$ cat config.mk
export PLATFORM = sky130hd
export DESIGN_NAME = lcd_ctrl_flat
export DESIGN_NICKNAME = d
export VERILOG_FILES = /design/src/rtl/lcd_ctrl_if.sv /design/src/rtl/lcd_ctrl.sv /design/src/flat_wrapper.sv
export SDC_FILE = /design/constraint.sdc
export NUM_CORES = 1
export LEC_CHECK = 0
export CAP_MARGIN = 10
export CORE_MARGIN = 2
export CORE_UTILIZATION = 23
export DETAILED_ROUTE_END_ITERATION = 6
export PLACE_DENSITY = 0.42
export REMOVE_ABC_BUFFERS = 1
export SETUP_SLACK_MARGIN = 0.1
export SLEW_MARGIN = 20
export SYNTH_ARGS = -nofsm -noshare
export SYNTH_HDL_FRONTEND = slang
export SYNTH_SLANG_ARGS = --single-unit
$ cat constraint.sdc
create_clock -name clk -period 3.17 [get_ports clk]
set_input_delay 0.7925 -clock clk [delete_from_list [all_inputs] [get_ports clk]]
set_output_delay 0.7925 -clock clk [all_outputs]
set_load 0.005 [all_outputs]
$ cat src/rtl/lcd_ctrl_if.sv
// rtl/lcd_ctrl_if.sv - select and strobe bundle between the LCD control unit and its datapath/panel
interface lcd_ctrl_if;
  logic [1:0] init_sel;
  logic [1:0] mux_sel;
  logic       data_sel;
  logic       DB_sel;
  logic       LCD_E;
  logic       LCD_RS;
  logic       LCD_RW;
  logic       init_done;

  modport master (
    output init_sel, mux_sel, data_sel, DB_sel,
    output LCD_E, LCD_RS, LCD_RW, init_done
  );

  modport slave (
    input init_sel, mux_sel, data_sel, DB_sel,
    input LCD_E, LCD_RS, LCD_RW, init_done
  );
endinterface

$ cat src/rtl/lcd_ctrl.sv
// rtl/lcd_ctrl.sv - HD44780 8-bit init sequencer and line-2 BCD digit refresher
module lcd_ctrl #(
  parameter int PWR_WAIT     = 750000,
  parameter int E_HIGH       = 12,
  parameter int CMD_WAIT     = 2000,
  parameter int CLR_WAIT     = 82000,
  parameter int REFRESH_WAIT = 2500000
) (
  input  logic       clk,
  input  logic       rst_n,
  lcd_ctrl_if.master lcd
);

  typedef enum logic [2:0] {
    S_PWR,
    S_SETUP,
    S_PULSE,
    S_HOLD,
    S_WAIT,
    S_IDLE
  } state_t;

  localparam int MAX_A    = (PWR_WAIT > REFRESH_WAIT) ? PWR_WAIT : REFRESH_WAIT;
  localparam int MAX_B    = (CMD_WAIT > CLR_WAIT) ? CMD_WAIT : CLR_WAIT;
  localparam int MAX_C    = (MAX_A > MAX_B) ? MAX_A : MAX_B;
  localparam int MAX_WAIT = (MAX_C > E_HIGH) ? MAX_C : E_HIGH;
  localparam int CW       = $clog2(MAX_WAIT + 1);

  // The power-up wait also spans the reset-release cycle, so the first E rise
  // lands on edge PWR_WAIT+2; every other wait terminates after exactly N cycles.
  localparam logic [CW-1:0] PWR_T = CW'(PWR_WAIT);
  localparam logic [CW-1:0] E_T   = CW'(E_HIGH - 1);
  localparam logic [CW-1:0] CMD_T = CW'(CMD_WAIT - 1);
  localparam logic [CW-1:0] CLR_T = CW'(CLR_WAIT - 1);
  localparam logic [CW-1:0] REF_T = CW'(REFRESH_WAIT - 1);

  localparam logic [3:0] STEP_CLEAR = 4'd3;
  localparam logic [3:0] STEP_ADDR  = 4'd4;
  localparam logic [3:0] STEP_LAST  = 4'd8;

  state_t        state;
  state_t        state_nxt;
  logic [3:0]    step;
  logic [3:0]    step_nxt;
  logic [CW-1:0] cnt;
  logic [CW-1:0] wait_t;
  logic          done_set;
  logic          setup_entry;

  always_comb begin
    state_nxt = state;
    step_nxt  = step;
    done_set  = 1'b0;
    wait_t    = (step == STEP_CLEAR) ? CLR_T : CMD_T;
    unique case (state)
      S_PWR: begin
        if (cnt == PWR_T) begin
          state_nxt = S_SETUP;
          step_nxt  = 4'd0;
        end
      end
      S_SETUP: state_nxt = S_PULSE;
      S_PULSE: begin
        if (cnt == E_T) state_nxt = S_HOLD;
      end
      S_HOLD: state_nxt = S_WAIT;
      S_WAIT: begin
        if (cnt == wait_t) begin
          done_set = (step == STEP_CLEAR);
          if (step == STEP_LAST) begin
            state_nxt = S_IDLE;
          end else begin
            state_nxt = S_SETUP;
            step_nxt  = step + 4'd1;
          end
        end
      end
      S_IDLE: begin
        // Refresh passes restart at the address command; init is never replayed.
        if (cnt == REF_T) begin
          state_nxt = S_SETUP;
          step_nxt  = STEP_ADDR;
        end
      end
      default: begin
        state_nxt = S_PWR;
        step_nxt  = 4'd0;
      end
    endcase
  end

  assign setup_entry = (state_nxt == S_SETUP) && (state != S_SETUP);
  assign lcd.LCD_RW  = 1'b0;

  always_ff @(posedge clk) begin
    if (!rst_n) begin
      state         <= S_PWR;
      step          <= 4'd0;
      cnt           <= '0;
      lcd.init_sel  <= 2'd0;
      lcd.mux_sel   <= 2'd0;
      lcd.data_sel  <= 1'b0;
      lcd.DB_sel    <= 1'b1;
      lcd.LCD_E     <= 1'b0;
      lcd.LCD_RS    <= 1'b0;
      lcd.init_done <= 1'b0;
    end else begin
      state     <= state_nxt;
      step      <= step_nxt;
      cnt       <= (state_nxt != state) ? '0 : cnt + 1'b1;
      lcd.LCD_E <= (state_nxt == S_PULSE);
      if (done_set) lcd.init_done <= 1'b1;
      // Selects only move here so the byte on DB is settled before E rises
      // and stays put until the next write begins.
      if (setup_entry) begin
        if (step_nxt <= STEP_CLEAR) begin
          lcd.init_sel <= step_nxt[1:0];
          lcd.data_sel <= 1'b0;
          lcd.DB_sel   <= 1'b1;
          lcd.LCD_RS   <= 1'b0;
        end else if (step_nxt == STEP_ADDR) begin
          lcd.DB_sel   <= 1'b0;
          lcd.LCD_RS   <= 1'b0;
        end else begin
          lcd.mux_sel  <= 2'(STEP_LAST - step_nxt);
          lcd.data_sel <= 1'b1;
          lcd.DB_sel   <= 1'b1;
          lcd.LCD_RS   <= 1'b1;
        end
      end
    end
  end

endmodule

$ cat src/flat_wrapper.sv
// flat-port wrapper written by rule: the top's interface ports become plain ports
module lcd_ctrl_flat 
#(
  parameter int PWR_WAIT     = 750000,
  parameter int E_HIGH       = 12,
  parameter int CMD_WAIT     = 2000,
  parameter int CLR_WAIT     = 82000,
  parameter int REFRESH_WAIT = 2500000
)
  (clk, rst_n, lcd_init_sel, lcd_mux_sel, lcd_data_sel, lcd_DB_sel, lcd_LCD_E, lcd_LCD_RS, lcd_LCD_RW, lcd_init_done);
  lcd_ctrl_if lcd_i ();
  input  logic clk;
  input  logic rst_n;
  output wire logic [$bits(lcd_i.init_sel)-1:0] lcd_init_sel;
  output wire logic [$bits(lcd_i.mux_sel)-1:0] lcd_mux_sel;
  output wire logic [$bits(lcd_i.data_sel)-1:0] lcd_data_sel;
  output wire logic [$bits(lcd_i.DB_sel)-1:0] lcd_DB_sel;
  output wire logic [$bits(lcd_i.LCD_E)-1:0] lcd_LCD_E;
  output wire logic [$bits(lcd_i.LCD_RS)-1:0] lcd_LCD_RS;
  output wire logic [$bits(lcd_i.LCD_RW)-1:0] lcd_LCD_RW;
  output wire logic [$bits(lcd_i.init_done)-1:0] lcd_init_done;
  assign lcd_init_sel = lcd_i.init_sel;
  assign lcd_mux_sel = lcd_i.mux_sel;
  assign lcd_data_sel = lcd_i.data_sel;
  assign lcd_DB_sel = lcd_i.DB_sel;
  assign lcd_LCD_E = lcd_i.LCD_E;
  assign lcd_LCD_RS = lcd_i.LCD_RS;
  assign lcd_LCD_RW = lcd_i.LCD_RW;
  assign lcd_init_done = lcd_i.init_done;
  lcd_ctrl #(.PWR_WAIT(PWR_WAIT), .E_HIGH(E_HIGH), .CMD_WAIT(CMD_WAIT), .CLR_WAIT(CLR_WAIT), .REFRESH_WAIT(REFRESH_WAIT)) u_core (.clk(clk), .rst_n(rst_n), .lcd(lcd_i));
endmodule
## Word level (Yosys, flattened, before mapping)

Cells that the tools add are included.

| operators by class | value |
|---|---|
| mux-type cells | 19 |
| $add $sub $neg | 3 |
| bitwise logic cells | 3 |
| eq/ne operators | 17 |
| magnitude comparators | 1 |
| reductions and logical operators | 7 |

Operators with widths:

| cell | number |
|---|---|
| 22-bit by 1-bit adder with 22-bit output (second input constant) | 1 |
| 22-bit by 20-bit equality test with 1-bit output (second input constant) | 1 |
| 22-bit equality test | 1 |
| 22-bit equality test (second input constant) | 1 |
| 22-bit by 4-bit equality test with 1-bit output (second input constant) | 1 |
| 3-bit one-hot mux with 6 select lines | 1 |
| 17-bit two-way mux | 1 |
| 4-bit two-way mux | 4 |
| 4-bit one-hot mux with 4 select lines | 1 |
| 3-bit two-way mux | 5 |
| 3-bit by 2-bit equality test with 1-bit output (second input constant) | 3 |
| 1-bit two-way mux | 7 |
| 3-bit by 1-bit equality test with 1-bit output (second input constant) | 2 |
| 3-bit equality test (second input constant) | 2 |
| 4-bit by 1-bit adder with 4-bit output (second input constant) | 1 |
| 4-bit by 2-bit equality test with 1-bit output (second input constant) | 1 |
| 4-bit by 3-bit equality test with 1-bit output (second input constant) | 1 |
| 4-bit equality test (second input constant) | 1 |
| 4-bit by 2-bit <= comparator with 1-bit output (second input constant) | 1 |
| 2-bit AND reduction | 2 |
| 3-bit zero test | 1 |
| 3-bit by 1-bit != test with 1-bit output (second input constant) | 1 |
| 3-bit != test | 1 |
| 1-bit inverter | 3 |
| other kinds (6) | 6 |

| word-level totals | value |
|---|---|
| word-level logic and storage cells | 60 |
| output and inout port bits | 10 |
| input bits | 2 |
| flip-flop bits (word level) | 38 |

## Longest topological paths before layout

Gate-level depths: netlist of the first run.

| logic depth | value |
|---|---|
| word-level depth | 8 |
| gate-level depth with buffers | 14 |
| gate-level depth less buffers | 14 |

## Worst setup path after synthesis of the first run

OpenSTA, ideal clock, no wires.

| path | value |
|---|---|
| path kind | flip-flop to flip-flop |
| from | register u_core.cnt[10] |
| to | register u_core.lcd.mux_sel[0] |
| setup slack | 0.154 ns |
| clock period less this slack | 3.016 ns |
| library setup time | 0.072 ns |
| required time | 3.098 ns |
| arrival | 2.945 ns |
| stages on the path, launching flop included | 14 |
| buffers on the path | 1 |
| path through | dfxtp_1 > buf_4 > or3b_1 > or3_4 > a2111o_1 > or3_2 > o21ai_0 > inv_1 > ha_1 > inv_1 > nand2_1 > o22ai_1 > o21ba_2 > mux2i_1 |

| between the ends | value |
|---|---|
| cells in the longest elaborated chain, start to end | 6 |
| elaborated cells between the ends (all ways) | 21 |
| those cells by class | add/sub (1); order compare (1); eq/ne (6); mux (9); bitwise (2); reduce/logical (2) |

Ends and longest elaborated chain:

| what | line | source |
|---|---|---|
| start, declared | lcd_ctrl.sv:45 | `logic [CW-1:0] cnt;` |
| start signal, assigned | lcd_ctrl.sv:110 | `cnt <= (state_nxt != state) ? '0 : cnt + 1'b1;` |
| 22-bit equality test (tied with other cells) | lcd_ctrl.sv:80 | `if (cnt == REF_T) begin` |
| 4-bit two-way mux (tied with other cells) | lcd_ctrl.sv:80 |  |
| 4-bit one-hot mux with 4 select lines / 3-bit one-hot mux with 6 select lines (equally long branches) | lcd_ctrl.sv:55 | `unique case (state)` |
| 4-bit by 2-bit <= comparator with 1-bit output (tied with other cells) | lcd_ctrl.sv:116 | `if (step_nxt <= STEP_CLEAR) begin` |
| 1-bit inverter (no source line) / 1-bit logical AND (equally long branches) | -- |  |
| 3-bit AND reduction (no source line) | -- |  |
| end signal, assigned | lcd_ctrl.sv:125 | `lcd.mux_sel <= 2'(STEP_LAST - step_nxt);` |
| end, declared | lcd_ctrl_if.sv:13 | `output init_sel, mux_sel, data_sel, DB_sel,` |

Parallel ways exist; a longest one is shown, timed or not.
A chain may end at the register's enable or synchronous reset.

## Worst setup path in the final report of the first run

| path | value |
|---|---|
| from | register u_core.cnt[14] |
| to | register u_core.lcd.mux_sel[0] |

The elaborated chain is that of the path after synthesis.

==> results.env, run 1 <==
LAYOUT_WORST_PATH_CYCLE_SHARE=0.933
NETLIST-CELL-TYPE-COUNT=51
PLACE_HPWL_MM=3.65
GRT_PASS1_WL_MM=8.50
GLOBALROUTEOVERFLOWTOTAL=0
GLOBAL_ROUTE.USAGE.TOTAL=0.108
SHARE_CLK_OF_TOTAL_POWER=0.411
WORST_EP_ARRIVAL_TIME_NS=3.18
TOP_LEVEL_PORTS=12
SYNTH.CELLS.MOST_FREQUENT='sky130_fd_sc_hd__dfxtp_1 (38), sky130_fd_sc_hd__nor2_1 (35), sky130_fd_sc_hd__nand2_1 (17)'
WORST_PIN_SLEW_NS=0.566
SYNTH.YOSYS.WARNINGS=0
SEQUENTIAL_FRACTION_OF_DESIGN_POWER=0.564
PATH_CLASS='reg -> reg'
SYNTH-MAIN-FF-CELL='sky130_fd_sc_hd__dfxtp_1'
FLOORPLAN.CORE_AREA_UM2=8640
NETLIST_INSTANCES=237
CP_TOP_FAMILY='simple AND/OR/NAND/NOR gates'
MULTI_INPUT_AREA_UM2=1210
TRITONCTS='done'
FMAX_ACHIEVED_MHz=338
MAX-SLEW-MARGIN-REL=0.622
DIE_AREA_UM2=9630
ANTENNA_VIOLATIONS_BEFORE_REPAIR=0
CRIT_PATH_START_KIND='flop'
FIN_NETS=270
HEIGHT_OF_THE_DIE_UM=98.1
CTSHTREEMAXLEVEL=2
POWER-PER-CELL-AREA_nW_PER_UM2=344
POWER_SWITCHING_SHARE=0.226
PLACEMENTROWS=34
FINALSETUPVIOLCOUNT=0
SYNTH_TOP_CELL_BY_AREA='sky130_fd_sc_hd__dfxtp_1'
REG2REG_SETUP_SLACK_NS=0.21
AREA_GROWTH_PCT=22.3
FINAL_PERIOD_MINUS_WORST_SETUP_SLACK_NS=2.96
HOLD_VIOL=0
WL_PER_CELL_UM=13.1
INITIAL_CORE_UTIL=0.236
TIMING_MAX_TRANSITION_VIOLATIONS_FINAL=0
FINAL.SETUP_SKEW_NS=0.00905
IO_BUFFERS=10
POSTROUTEWIRELENGTH_MM=4.88
POSTSYNTHAREAPERCELL_UM2=8.60
WORST_SKEW_PAIR.LATE_LATENCY_NS=0.29
SYNTH.TOP_CELL.AREA_SHARE=0.373
PLACE.GP.CONGESTION=0.770
PEAKVDDDROP_mV=0.130
YOSYS_REGISTER_BITS=38
P_INT_uW=664
SHARE_OF_POST_ROUTE_CELLS_WITH_DRIVE_STRENGTH_ABOVE_1=0.182
REGISTER_CELL_AREA_AFTER_LAYOUT_UM2=762
DIE_WIDTH_UM=98.1
CTS_INSERTED_BUFFERS=5
CLKSLEWWORSTSETUPHOLDPATHS_NS=0.08
SYNTH_ASYNC_RESET_RATIO=0
COMB_POWER_SHARE=0.025
FILLCELL_TOTAL=926
FINALCOREUTILIZATION=0.289
DRC=0
SYNTH_SEQ_AREA_SHARE=0.373
MAX_CAP_VIOLATIONS=0
HOLDCRITPATHCLASS='reg -> reg'
STATIC_LEAKAGE_uW=0.000928
POST_SYNTH_MAIN_AREA_CONTRIBUTORS='sky130_fd_sc_hd__dfxtp_1 (37%), sky130_fd_sc_hd__nor2_1 (6.4%), sky130_fd_sc_hd__xnor2_1 (5.6%), sky130_fd_sc_hd__xor2_1 (3.4%), sky130_fd_sc_hd__nand2_1 (3.1%)'
NUMBER_OF_FLOPS_MAPPED_TO_ENABLE_CELLS_BY_YOSYS=0
CRITPATHREQUIREDTIME_NS=3.40
CTS.ROOT.BUFFER_CELL='sky130_fd_sc_hd__clkbuf_8'
SYNTH.CELL_AREA_UM2=2040
LARGEST_NET_DEGREE_AT_THE_START_OF_GLOBAL_ROUTING=23
TIMING.CRITICAL_PATH.TO_TYPE='flop'
WORST_PATH_CELL_TRACE='or3b_4, or3_4, a2111o_1, or3_2, o21ai_2, inv_1, ha_2, inv_2, nand2_1, o22ai_1, o21ba_2, mux2i_1'
P_SW_uW=194
ANTENNA_LEFT=0
SLOWEST_STAGE='sky130_fd_sc_hd__a2111o_1'
INITIAL_DRT_MARKERS=75
VIA_COUNT_OF_THE_FIRST_GLOBAL_ROUTING_PASS=1720
CLOCK_PATH_BUFFERS=2
FIRST_PASS_DETAILED_ROUTE_ITERATION_TOTAL=4
TOTALNEGATIVESETUPSLACK_NS=0
GRT_SETUP_UNREPAIRED='true'
CLKSINKCOUNT=38
CP_MAX_FO=3
OVERALL_POWER_OF_THE_COMPLETED_LAYOUT_uW=858
ROUTED_VIA_DENSITY=4.63
CRITPATHMAXSTAGEDELAY_NS=0.44
DETAILROUTE.VIA_COUNT=1721
MOST_REPEATED_CELL_IN_THE_GATE_LEVEL_NETLIST_AFTER_SYNTHESIS='sky130_fd_sc_hd__dfxtp_1'
OUTCOME='completed'
CP.BUFFERS_INVERTERS=2
ANTENNA-DIODE-COUNT=0
flip-flops by register name, indices dropped and copies added, names as in the netlist:
signal                flops
u_core.lcd.DB_sel         1
u_core.lcd.LCD_RS         1
u_core.cnt               22
u_core.lcd.data_sel       1
u_core.lcd.init_done      1
u_core.step               4
u_core.state              3
u_core.lcd.LCD_E          1
u_core.lcd.mux_sel        2
u_core.lcd.init_sel       2
routing by layer:
metal  part of all wire  track usage  up-vias
li1                   -            -      877
met1               0.51        0.150      808
met2               0.45        0.166       29
met3              0.027       0.0215        7
met4              0.019       0.0411        0
met5                  0            0        -
stage by stage:
stage | cell area [µm²] | hold WS [ns] | setup WS, ns | std cells
finish | 2490 | 0.462 | 0.213 | 372
global route | 2490 | 0.490 | 0.0949 | 372
CTS | 2460 | 0.466 | 0.131 | 371
detailed placement | 2350 | 0.451 | 0.0248 | 363
global placement | 2350 | 0.447 | 0.130 | 363
floorplan | 1980 | 0.430 | 0.136 | 228
cells in the final DEF, fill, tap and decap left out, types with 3 or more instances in the layout:
cell type	n
sky130_fd_sc_hd__a21oi_1	3
sky130_fd_sc_hd__and2_1	8
sky130_fd_sc_hd__and3_1	6
sky130_fd_sc_hd__and4_1	3
sky130_fd_sc_hd__buf_4	17
sky130_fd_sc_hd__clkbuf_8	6
sky130_fd_sc_hd__clkdlybuf4s50_1	10
sky130_fd_sc_hd__dfxtp_1	37
sky130_fd_sc_hd__ha_1	3
sky130_fd_sc_hd__inv_1	10
sky130_fd_sc_hd__mux2i_1	3
sky130_fd_sc_hd__nand2_1	17
sky130_fd_sc_hd__nand3_1	10
sky130_fd_sc_hd__nand4_1	8
sky130_fd_sc_hd__nor2_1	34
sky130_fd_sc_hd__nor2b_1	7
sky130_fd_sc_hd__nor3_1	5
sky130_fd_sc_hd__o21ai_0	3
sky130_fd_sc_hd__xnor2_1	13
sky130_fd_sc_hd__xor2_1	8
kinds of logic after synthesis:
kind of cell | count (synthesis) | synth area share
DFF | 38 | 0.373
buffers and inverters | 20 | 0.0497
adders and majority gates | 5 | 0.0307
AOI/OAI and AO/OA | 31 | 0.125
other | 1 | 0.00184
muxes | 4 | 0.0221
xor gates and xnor gates | 21 | 0.0902
and+or+nand+nor | 117 | 0.308
worst reg2reg max path: stages, from the launching register on:
cell	delay, ns
sky130_fd_sc_hd__dfxtp_1	0.31
sky130_fd_sc_hd__or3b_4	0.39
sky130_fd_sc_hd__or3_4	0.41
sky130_fd_sc_hd__a2111o_1	0.44
sky130_fd_sc_hd__or3_2	0.42
sky130_fd_sc_hd__o21ai_2	0.08
sky130_fd_sc_hd__inv_1	0.06
sky130_fd_sc_hd__ha_2	0.19
sky130_fd_sc_hd__inv_2	0.06
sky130_fd_sc_hd__nand2_1	0.05
sky130_fd_sc_hd__o22ai_1	0.10
sky130_fd_sc_hd__o21ba_2	0.19
sky130_fd_sc_hd__mux2i_1	0.18
path summary, 6_finish.rpt:
| check | startpoint | end | cells past startpoint |
|---|---|---|---|
| max | u_core.cnt[14] | u_core.lcd.mux_sel[0] | 12 |
| min reg2reg | u_core.lcd.mux_sel[0] | u_core.lcd.mux_sel[0] | 2 |
| max reg2reg | u_core.cnt[14] | u_core.lcd.mux_sel[0] | 12 |
| min | u_core.lcd.mux_sel[0] | u_core.lcd.mux_sel[0] | 2 |
area by class of cell:
class	count	share of cell area
clock buffers	6	0.0331
clock inverters	2	0.00502
inverters	11	0.0166
multi-input cells	179	0.486
flip-flops and latches	38	0.306
well taps	108	0.0542
repair buffers	28	0.0994
what timing repair did:
item / in CTS / in global routing
buffers inserted: 0 / 1
resized for setup: 3 / 9
pin swaps: 2 / 3
hold buffers: 0 / 0
setup endpoints to repair: 4 / 5
power by group through the flow:
stage	logic [µW]	registers, µW	clock network (µW)
global placement	22.2	495	0
floorplan	11.9	494	0
CTS	22.4	484	370
finish	21.7	484	353
detailed placement	22.3	495	0
global route	25.1	485	391
Power figures use the tool's default switching activity.
==> run 2: changes to the inputs <==
- HOLD_SLACK_MARGIN: not set -> 0.06
- REMOVE_ABC_BUFFERS: 1 -> not set
- SKIP_CTS_REPAIR_TIMING: not set -> 1
==> results.env, run 2 (synthesized netlist as in run 1, its figures left out) <==
OUTCOME='completed'
SHARE_CLK_OF_TOTAL_POWER=0.413
CTS.ROOT.BUFFER_CELL='sky130_fd_sc_hd__clkbuf_8'
TRITONCTS='done'
CTS_INSERTED_BUFFERS=5
CLOCK_PATH_BUFFERS=2
NET_COUNT_AFTER_SYNTHESIS=244
FMAX_ACHIEVED_MHz=342
PLACE_HPWL_MM=3.71
CLKSINKCOUNT=38
LAYOUT_WORST_PATH_CYCLE_SHARE=0.922
PATH_CLASS='reg -> reg'
LAYOUT_COMMON_CELLS='sky130_fd_sc_hd__dfxtp_1 (37), sky130_fd_sc_hd__nor2_1 (35), sky130_fd_sc_hd__nand2_1 (17), sky130_fd_sc_hd__buf_4 (17), sky130_fd_sc_hd__xnor2_1 (13)'
AREA_GROWTH_PCT=22.2
CRITPATHMAXSTAGEDELAY_NS=0.41
CP_TOP_FAMILY='compound AO/OA/AOI/OAI gates'
FINALSETUPVIOLCOUNT=0
SHARE_OF_POST_ROUTE_CELLS_WITH_DRIVE_STRENGTH_ABOVE_1=0.170
WORST_SKEW_PAIR.LATE_LATENCY_NS=0.29
IO_BUFFERS=10
DRC=0
CRIT_PATH_START_KIND='flop'
DIE_WIDTH_UM=98.1
GRT_SETUP_UNREPAIRED='false'
ANTENNA_VIOLATIONS_BEFORE_REPAIR=0
COMB_POWER_SHARE=0.026
STATIC_LEAKAGE_uW=0.000927
FINAL.SETUP_SKEW_NS=0.0108
LARGEST_NET_DEGREE_AT_THE_START_OF_GLOBAL_ROUTING=23
FIRST_PASS_DETAILED_ROUTE_ITERATION_TOTAL=4
MAX_CAP_VIOLATIONS=0
CP_MAX_FO=3
MOSTFREQUENTLAYOUTCELL='sky130_fd_sc_hd__dfxtp_1'
PLACEMENTROWS=34
TIMING_MAX_TRANSITION_VIOLATIONS_FINAL=0
FINALCOREUTILIZATION=0.288
PLACE.GP.CONGESTION=0.800
TIMING.CRITICAL_PATH.TO_TYPE='flop'
HOLD_VIOL=0
WL_PER_CELL_UM=13.3
SLOWEST_STAGE='sky130_fd_sc_hd__a2111o_1'
LARGEST-REGISTER='u_core.cnt'
P_SW_uW=198
FIN_NETS=270
POWER_SWITCHING_SHARE=0.230
POSTPLACECELLAREA_UM2=2350
LARGEST_REGISTERS='u_core.cnt (22), u_core.step (4), u_core.state (3)'
CLKSLEWWORSTSETUPHOLDPATHS_NS=0.08
WORST_EP_ARRIVAL_TIME_NS=3.12
PEAKVDDDROP_mV=0.147
ANTENNA-DIODE-COUNT=0
MAX-SLEW-MARGIN-REL=0.649
POSTROUTEWIRELENGTH_MM=4.95
CRITPATHREQUIREDTIME_NS=3.36
LARGEST_REGISTER_FF_COUNT=22
INITIAL_CORE_UTIL=0.236
HEIGHT_OF_THE_DIE_UM=98.1
WORST_PATH_CELL_TRACE='or3b_4, or3_4, a2111o_1, buf_4, a211oi_2, o21ai_2, inv_1, ha_1, inv_2, nand2_1, o22ai_1, o21ba_2, o21a_1'
GLOBALROUTEOVERFLOWTOTAL=0
ANTENNA_LEFT=0
CP.BUFFERS_INVERTERS=3
INITIAL_DRT_MARKERS=92
FINAL_PERIOD_MINUS_WORST_SETUP_SLACK_NS=2.92
FINAL_DESIGN_INSTANCE_AREA_WITHOUT_FILL_UM2=2490
DIE_AREA_UM2=9630
FLOORPLAN.CORE_AREA_UM2=8640
CTSHTREEMAXLEVEL=2
DETAILROUTE.VIA_COUNT=1696
POWER-PER-CELL-AREA_nW_PER_UM2=347
GRT_PASS1_WL_MM=8.27
GLOBAL_ROUTE.USAGE.TOTAL=0.106
VIA_COUNT_OF_THE_FIRST_GLOBAL_ROUTING_PASS=1640
SEQUENTIAL_FRACTION_OF_DESIGN_POWER=0.560
WORST_PIN_SLEW_NS=0.521
TOP_LEVEL_PORTS=12
ROUTED_VIA_DENSITY=4.56
HOLDCRITPATHCLASS='reg -> reg'
P_INT_uW=665
==> run 2: per-layer routing <==
metal  routed length [µm]  GRT usage  vias to the layer above
li1                     -          -                      874
met1                 2520      0.151                      797
met2                 2240      0.159                       21
met3                  131     0.0215                        4
met4                   64     0.0369                        0
met5                    0          0                        -
==> run 2: final timing paths <==
path / slack, ns / end / from / cells past startpoint
max reg2reg: 0.25 / u_core.lcd.LCD_RS / u_core.cnt[14] / 13
min reg2reg: 0.46 / u_core.lcd.mux_sel[1] / u_core.lcd.mux_sel[1] / 2
max: 0.25 / u_core.lcd.LCD_RS / u_core.cnt[14] / 13
min: 0.46 / u_core.lcd.mux_sel[1] / u_core.lcd.mux_sel[1] / 2
==> run 2: per-stage QoR <==
step                total power (µW)   TNS, ns  hold WS (ns)  worst slack [ns]  std cells
floorplan                        510         0         0.430             0.154        237
global placement                 519         0         0.448             0.131        362
detailed placement               519         0         0.455            0.0163        362
CTS                              885  -0.00355         0.468          -0.00355        370
global route                     909         0         0.496             0.140        372
finish                           864         0         0.463             0.248        372
==> run 2: layout make-up <==
| cell class | instances | area (µm²) |
|---|---|---|
| Fill cell | 929 | 6140 |
| Multi-Input combinational cell | 179 | 1210 |
| Sequential cell | 38 | 762 |
| Timing Repair Buffer | 28 | 248 |
| Tap cell | 108 | 135 |
| Clock buffer | 6 | 82.6 |
| Inverter | 11 | 41.3 |
| Clock inverter | 2 | 12.5 |
==> run 2: power groups by stage <==
stage | clock network [µW] | logic (µW) | registers [µW]
6_report | 357 | 22.8 | 484
5_1_grt | 398 | 26.4 | 484
4_1_cts | 378 | 23.6 | 484
3_5_place_dp | 0 | 23.5 | 495
3_3_place_gp | 0 | 23.4 | 495
2_1_floorplan | 0 | 15.9 | 494
==> run 2: worst min-delay path, cell delays in order, from the launching register on <==
cell,delay [ns]
sky130_fd_sc_hd__dfxtp_1,0.32
sky130_fd_sc_hd__nand2_1,0.05
sky130_fd_sc_hd__mux2i_1,0.05
==> run 3: changes to the inputs <==
- CAP_MARGIN: 10 -> 20
- CORE_UTILIZATION: 23 -> 53
- PLACE_DENSITY: 0.42 -> 0.78
==> results.env, run 3 (synthesized netlist as in run 1, its figures left out) <==
PATH_CLASS='reg -> reg'
VIA_COUNT_OF_THE_FIRST_GLOBAL_ROUTING_PASS=1618
IO_BUFFERS=10
INITIAL_DRT_MARKERS=94
HOLDCRITPATHCLASS='reg -> reg'
DETAILROUTE.VIA_COUNT=1705
FINAL.SETUP_SKEW_NS=0.00842
PLACEMENTROWS=22
WORST_PIN_SLEW_NS=0.900
PLACE_HPWL_MM=3.18
POST_LAYOUT_NONFILLER_INSTANCES=308
CTS.ROOT.BUFFER_CELL='sky130_fd_sc_hd__clkbuf_8'
POWER-PER-CELL-AREA_nW_PER_UM2=383
PEAKVDDDROP_mV=0.267
LAYOUT_COMMON_CELLS='sky130_fd_sc_hd__nor2_1 (35), sky130_fd_sc_hd__dfxtp_1 (35), sky130_fd_sc_hd__nand2_1 (17), sky130_fd_sc_hd__buf_4 (14), sky130_fd_sc_hd__xnor2_1 (13)'
GLOBALROUTEOVERFLOWTOTAL=0
ANTENNA_LEFT=0
TRITONCTS='done'
CTSHTREEMAXLEVEL=2
ROUTED_VIA_DENSITY=5.54
TIMING.CRITICAL_PATH.TO_TYPE='flop'
INITIAL_CORE_UTIL=0.553
TOP_LEVEL_PORTS=12
REG2REG_SETUP_SLACK_NS=0.22
FMAX_ACHIEVED_MHz=339
MULTI_INPUT_AREA_UM2=1220
CRITPATHMAXSTAGEDELAY_NS=0.41
REGISTER_CELL_AREA_AFTER_LAYOUT_UM2=764
TIMING_MAX_TRANSITION_VIOLATIONS_FINAL=0
NET_COUNT_AFTER_SYNTHESIS=244
POSTPLACECELLAREA_UM2=2230
HOLD_VIOL=0
REGTOREGENDPOINT='u_core.lcd.LCD_RS'
R2R_START='u_core.step[0]'
CLKSINKCOUNT=38
FIRST_PASS_DETAILED_ROUTE_ITERATION_TOTAL=4
ANTENNA-DIODE-COUNT=0
LARGEST_REGISTERS='u_core.cnt (22), u_core.step (4), u_core.state (3)'
FILLCELL_TOTAL=309
LARGEST_NET_DEGREE_AT_THE_START_OF_GLOBAL_ROUTING=23
TIMING.HOLD.WORST_ENDPOINT='u_core.lcd.mux_sel[0]'
HP-START='u_core.lcd.mux_sel[0]'
FINAL_DESIGN_INSTANCE_AREA_WITHOUT_FILL_UM2=2410
CRITPATHREQUIREDTIME_NS=3.36
GRT_PASS1_WL_MM=7.49
POSTROUTEWIRELENGTH_MM=4.50
MAX_CAP_VIOLATIONS=0
WORST_EP_ARRIVAL_TIME_NS=3.15
CP_MAX_FO=5
PLACE.GP.CONGESTION=0.898
LARGEST-REGISTER='u_core.cnt'
HEIGHT_OF_THE_DIE_UM=66.0
GRT_SETUP_UNREPAIRED='false'
LAYOUT_WORST_PATH_CYCLE_SHARE=0.932
WORST_SKEW_PAIR.LATE_LATENCY_NS=0.30
FIN_NETS=266
OUTCOME='completed'
MAX-SLEW-MARGIN-REL=0.398
CTS_INSERTED_BUFFERS=5
WORST_PATH_CELL_TRACE='ha_1, nor3b_4, or3_4, a2111o_1, a211oi_1, o21ai_2, inv_1, ha_2, inv_2, nand2_1, o22ai_2, o21ba_4, o21a_1'
CRIT_PATH_START_KIND='flop'
CLKSLEWWORSTSETUPHOLDPATHS_NS=0.08
WL_PER_CELL_UM=14.6
SHARE_OF_POST_ROUTE_CELLS_WITH_DRIVE_STRENGTH_ABOVE_1=0.169
DIE_AREA_UM2=4360
SLOWEST_STAGE='sky130_fd_sc_hd__a2111o_1'
AREA_GROWTH_PCT=18.1
TOTALNEGATIVESETUPSLACK_NS=0
DP_CELLS=298
CLOCK_PATH_BUFFERS=2
STATIC_LEAKAGE_uW=0.000909
WORSTREGTOREGCELLS=13
HOLD_DEPTH=2
ANTENNA_VIOLATIONS_BEFORE_REPAIR=0
FINAL_PERIOD_MINUS_WORST_SETUP_SLACK_NS=2.95
DIE_WIDTH_UM=66.0
FINALSETUPVIOLCOUNT=0
DRC=0
LARGEST_REGISTER_FF_COUNT=22
FLOORPLAN.CORE_AREA_UM2=3690
GLOBAL_ROUTE.USAGE.TOTAL=0.228
-- run 3: cell types whose count changed in the layout (fill, tap and decap cells not counted), sizes merged --
cell,previous run,this run
bufinv,0,1
buf,18,14
clkinv,1,0
clkinvlp,1,2
clkbuf,6,5
-- run 3: where the power goes --
part | leakage [µW] | total [µW] | internal, µW | switching [µW]
logic | 0.000550 | 19.4 | 7.41 | 12.0
registers | 0.000308 | 484 | 480 | 3.62
clock network | 0.0000504 | 419 | 234 | 185
total | 0.000909 | 922 | 722 | 200
-- run 3: metrics by stage --
step | worst slack (ns) | util | power [µW] | hold WS (ns)
5_1_grt | 0.0711 | 0.653 | 956 | 0.480
6_report | 0.216 | 0.653 | 922 | 0.462
3_5_place_dp | -0.00433 | 0.604 | 514 | 0.454
2_1_floorplan | 0.154 | - | 510 | 0.430
4_1_cts | -0.0712 | 0.635 | 930 | 0.467
3_3_place_gp | 0.0950 | 0.604 | 514 | 0.445
-- run 3: how the worst max path moves through the flow --
stage	from	end	slack [ns]	cells past startpoint
4_1_cts	u_core.step[0]	u_core.lcd.mux_sel[0]	-0.07	13
3_5_place_dp	u_core.step[0]	u_core.lcd.mux_sel[0]	-0.004	13
2_1_floorplan	u_core.cnt[10]	u_core.lcd.mux_sel[0]	0.15	13
3_3_place_gp	u_core.step[0]	u_core.lcd.mux_sel[1]	0.09	13
5_1_grt	u_core.step[0]	u_core.lcd.LCD_RS	0.07	13
6_report	u_core.step[0]	u_core.lcd.LCD_RS	0.22	13
-- run 3: critical path: cells and delay by family (launching register included) --
family,cells,cell delay (ns)
DFF,1,0.35
AOI/OAI and AO/OA,6,1.31
buffers and inverters,2,0.13
adders and majority gates,2,0.42
and+or+nand+nor,3,0.63
-- run 3: cell type report --
| type | count | share of cell area |
|---|---|---|
| clock inverter | 3 | 0.0187 |
| tap | 48 | 0.0249 |
| timing repair buffer | 24 | 0.0852 |
| inverter | 11 | 0.0172 |
| multi-input combinational | 179 | 0.508 |
| clock buffer | 5 | 0.0286 |
| sequential | 38 | 0.318 |
-- run 3: per-layer routing --
layer  global-route usage  up-vias  wire (µm)
met5                    0        -          0
met3               0.0698       10        199
met2                0.330       46       1970
li1                     -      874          -
met1                0.316      775       2230
met4               0.0918        0         91
